===== config.mk =====
export PLATFORM = sky130hd
export DESIGN_NAME = reg_list_sequencer
export DESIGN_NICKNAME = d
export VERILOG_FILES = /design/src/rtl/reg_list_sequencer_pkg.sv /design/src/rtl/reg_list_sequencer_lowest_set_bit.sv /design/src/rtl/reg_list_sequencer.sv
export SDC_FILE = /design/constraint.sdc
export NUM_CORES = 1
export LEC_CHECK = 0
export ABC_AREA = 1
export CAP_MARGIN = 20
export CORE_MARGIN = 4
export CORE_UTILIZATION = 40
export DETAILED_ROUTE_END_ITERATION = 8
export PLACE_DENSITY = 0.87
export SLEW_MARGIN = 10
export SYNTH_ARGS = -nofsm -noshare
export SYNTH_HDL_FRONTEND = slang
export SYNTH_SLANG_ARGS = --single-unit

===== constraint.sdc =====
create_clock -name clk -period 3.8 [get_ports clk]
set_input_delay 0.76 -clock clk [delete_from_list [all_inputs] [get_ports clk]]
set_output_delay 0.76 -clock clk [all_outputs]
set_load 0.02 [all_outputs]

===== src/rtl/reg_list_sequencer_pkg.sv =====
// Shared CPU definitions for the register-list transfer sequencer:
// state encoding, word size and register-list width helper.
package reg_list_sequencer_pkg;

    typedef enum logic [1:0] {
        ST_IDLE = 2'd0,
        ST_XFER = 2'd1,
        ST_DONE = 2'd2
    } seq_state_t;

    localparam int WORD_BYTES = 4;
    localparam int REG_IDX_W  = 4;

    // One mask bit per architectural register.
    function automatic int list_width(input int idx_w);
        return 2 ** idx_w;
    endfunction

endpackage


===== src/rtl/reg_list_sequencer_lowest_set_bit.sv =====
// Combinational priority encoder: index of the lowest set bit of a mask,
// with valid high whenever any bit is set.
module lowest_set_bit
    import reg_list_sequencer_pkg::*;
#(
    parameter int N = REG_IDX_W
) (
    input  logic [list_width(N)-1:0] mask,
    output logic [N-1:0]             idx,
    output logic                     valid
);

    always_comb begin
        idx   = '0;
        valid = |mask;
        // Scan downward so the lowest set bit is the last one written.
        for (int i = list_width(N) - 1; i >= 0; i--) begin
            if (mask[i]) begin
                idx = N'(i);
            end
        end
    end

endmodule


===== src/rtl/reg_list_sequencer.sv =====
// Load/store-multiple sequencer: walks a register mask in ascending order,
// issuing one register-file/memory beat per cycle at consecutive word addresses.
module reg_list_sequencer
    import reg_list_sequencer_pkg::*;
#(
    parameter int N = REG_IDX_W,
    parameter int M = 32
) (
    input  logic                     clk,
    input  logic                     rst,
    input  logic                     start,
    input  logic                     load,
    input  logic [list_width(N)-1:0] reg_list,
    input  logic [M-1:0]             base_addr,
    input  logic [M-1:0]             rf_rd,
    input  logic [M-1:0]             mem_rd,
    output logic [N-1:0]             rf_a,
    output logic                     rf_we,
    output logic [M-1:0]             rf_wd,
    output logic [M-1:0]             mem_addr,
    output logic                     mem_we,
    output logic [M-1:0]             mem_wd,
    output logic                     busy,
    output logic                     done,
    output logic [M-1:0]             final_addr
);

    localparam int L = list_width(N);

    // Request protocol: start is taken only while busy is low; the request
    // fields are captured on that same edge and may change freely afterwards.
    seq_state_t     state, state_nxt;
    logic           load_q;
    logic [L-1:0]   mask_q;
    logic [L-1:0]   mask_clr;
    logic [M-1:0]   addr_q;
    logic [N-1:0]   lsb_idx;
    logic           lsb_valid;
    logic           beat;

    lowest_set_bit #(.N(N)) u_lsb (
        .mask  (mask_q),
        .idx   (lsb_idx),
        .valid (lsb_valid)
    );

    assign mask_clr = mask_q & (mask_q - L'(1));

    always_ff @(posedge clk or posedge rst) begin
        if (rst) begin
            state <= ST_IDLE;
        end else begin
            state <= state_nxt;
        end
    end

    always_comb begin
        state_nxt = state;
        case (state)
            ST_IDLE: begin
                if (start) begin
                    state_nxt = (reg_list != '0) ? ST_XFER : ST_DONE;
                end
            end
            ST_XFER: begin
                if (mask_clr == '0) begin
                    state_nxt = ST_DONE;
                end
            end
            ST_DONE: state_nxt = ST_IDLE;
            default: state_nxt = ST_IDLE;
        endcase
    end

    always_ff @(posedge clk or posedge rst) begin
        if (rst) begin
            load_q <= 1'b0;
            mask_q <= '0;
            addr_q <= '0;
        end else if (state == ST_IDLE && start) begin
            load_q <= load;
            mask_q <= reg_list;
            addr_q <= base_addr;
        end else if (beat) begin
            mask_q <= mask_clr;
            addr_q <= addr_q + M'(WORD_BYTES);
        end
    end

    // Address counter has advanced past every beat by the time DONE is reached.
    assign beat       = (state == ST_XFER) && lsb_valid;
    assign busy       = (state != ST_IDLE);
    assign done       = (state == ST_DONE);
    assign rf_we      = beat && load_q;
    assign mem_we     = beat && !load_q;
    assign rf_a       = beat ? lsb_idx : '0;
    assign mem_addr   = beat ? addr_q : '0;
    assign rf_wd      = mem_rd;
    assign mem_wd     = rf_rd;
    assign final_addr = addr_q;

endmodule


==> flow_summary.toml <==
[timing]
final_max_slew_viol_count = 0
rsz0062_at_grt = "no"
setup_viol = 0
worstMarginPinSlew_ns = 0.7316
hold_viol_final = 0
fin_ws_ns = 0.4419
max_slew_margin_pct = 51.15
finalCriticalPeriod_ns = 3.358
setup_tns_ns = 0
period_share_pct = 88.37
fmax_mhz = 297.8
finalClockSkew_ns = 0.01137

[global_route]
antenna_found_initial = 0
overflow = 0
grt.total_usage_pct = 21.87
grt_max_degree = 43
grt_pass1_vias = 4303
grt_pass1_wl_mm = 20.49

[clock_network]
hold_buffers = 0
cts_sinks = 51
clk_latency_ns = 0.31
clock-root-buffer = "clkbuf_8"
cts_tree = "done"
clk_pin_slew_worst_paths_ns = 0.10
cts_resized = 0
cts_made_buffers = 5
clockBufferDepth = 2
h-tree-depth = 2
post_cts_buffers = 0

[worst_setup_path]
crit_cells = 9
reg2reg_depth = 10
cp_common_cell = "nand2_1"
path_cells = "nor2_1 > nand2_1 > nor2_2 > nand2_2 > nand2_4 > inv_4 > nand2_1 > a21oi_1 > clkdlybuf4s50_1"
cp_data_arrival_time_ns = 2.60
cp-start-kind = "register"
crit_required_ns = 3.04
crit_path_top_delay_cell = "clkdlybuf4s50_1"
critPathKind = "reg2out"
crit_fanout = 32
cp.buffers_inverters = 2
end_kind = "output port"
cp_top_family = "simple AND/OR/NAND/NOR gates"
crit_path_max_incr_delay_ns = 0.53

[logic_synthesis]
synth_edf_count = 0
synth.avg_cell_area_um2 = 6.936
netlist-cell-type-count = 37
yosysMostFrequentCell = "nand2_1"
ys_seq_area_share_pct = 32.45
syn_nets = 684
synth-seq-cells = 51
ys_warn_count = 0
synth_ff_type = "dfrtp_1"
synth_cells = 567
synth_top_area_share_pct = 32.45
synthTopCellsByArea = "dfrtp_1, buf_4, nand2_1"
synth.largest_area_cell = "dfrtp_1"
ys_top_cells_by_count = "nand2_1, nor2_1, inv_1"
synth_area_um2 = 3933
async_flop_share_pct = 100.0

[die]
die_area_um2 = 11480
die_w_um = 107.2
start_util_pct = 41.77
row_count = 35
fp.dieH_um = 107.2
design.core.area_um2 = 9415
ios = 252

[placed_design]
place_inst = 742
dp_hpwl_mm = 9.506
place_congestion = 0.9617
io_buffers = 123
dp_slack_ns = 0.7880

[detailed_routing]
drt_iter0_drc = 223
dr.pass1.iters = 5
vias = 4125
wl_mm = 12.57
via_per_inst = 5.500
antenna_left = 0
drc_errors = 0
wl_per_cell_um = 16.76

[finish]
syn2layout_area_growth_pct = 25.23
antenna_cells = 0
fin_util_pct = 52.31
instances_no_fill = 750
nets = 737
n_fill_cell = 884
drive_above_1_share_pct = 5.314

[power_and_ir_drop]
power_leakage_nw = 2.193
total_power_mw = 4.802
power_density_nw_per_um2 = 975.0
ir_worst_vdd_mv = 0.5446

[outcome]
status = "completed"

[worst_hold_path]
whs_path_depth = 2
worstHoldPathType = "reg2reg"

[flow_run]
max_cap_viol_count = 0
-- tightest hold or removal path, stage by stage (launching register included) --
cell and delay, ns:
dfrtp_1 0.39, inv_1 0.06, o21ai_0 0.08
-- worst paths after layout --
check                                      start                         end  slack [ns]
min in group asynchronous                    rst   final_addr[1]$_DFFE_PP0P_        0.88
setup reg to reg           mask_q[8]$_DFFE_PP0P_  final_addr[31]$_DFFE_PP0P_        1.33
hold / removal                load_q$_DFFE_PP0P_          load_q$_DFFE_PP0P_        0.57
hold reg to reg               load_q$_DFFE_PP0P_          load_q$_DFFE_PP0P_        0.57
max in group asynchronous                    rst  final_addr[17]$_DFFE_PP0P_        2.34
setup / recovery           mask_q[8]$_DFFE_PP0P_                     rf_a[0]        0.44
-- where the power goes --
part	switching [mW]	internal, mW
clock	0.190	0.166
sequential	0.308	0.802
combinational	1.98	1.36
total	2.47	2.33
-- cells in the final DEF, fill, tap and decap left out, types with 9 or more instances in the layout --
master and count:
clkdlybuf4s50_1 123, nor2_1 84, nand4_1 9, inv_1 71
nand3_1 29, dfrtp_1 51, o21ai_0 20, nand2_1 95
a21oi_1 19, a31oi_1 15, nor3_1 20, o22ai_1 13
-- metal layers --
| metal | global-route usage [%] | wire (µm) | up-vias |
|---|---|---|---|
| met3 | 4.816 | 1083 | 29 |
| met2 | 35.43 | 5965 | 243 |
| met1 | 27.74 | 5163 | 1941 |
| met4 | 9.954 | 358 | 0 |
| met5 | 0 | 0 | - |
| li1 | - | - | 1912 |
-- state kept, by name, summed over array words and instances (netlist names) --
register / cells
mask_q: 16
final_addr: 32
load_q: 1
state: 2
-- logic make-up after synthesis --
logic type	after synthesis	synth area share [%]
flops	51	32.45
compound gates	94	14.60
simple gates	261	29.91
fa+ha+maj	1	0.3181
mux	1	0.2545
buf+inv	156	21.79
xor+xnor	3	0.6683
-- per-stage QoR --
step	hold slack [ns]	instance area [µm²]
CTS	0.5753	4925
global route	0.6109	4925
floorplan	0.5183	3933
global placement	0.5422	4793
detailed placement	0.5530	4821
finish	0.5728	4925
-- area by class of cell --
type / instances / area [µm²] / area share (%)
clock buffers: 7 / 96.34 / 1.956
clock inverters: 1 / 7.507 / 0.1524
inverters: 74 / 282.8 / 5.742
multi-input cells: 360 / 1799 / 36.53
flip-flops and latches: 51 / 1276 / 25.91
well taps: 129 / 161.4 / 3.277
repair buffers: 128 / 1301 / 26.42
No activity file was read; power rests on OpenSTA's default activity.
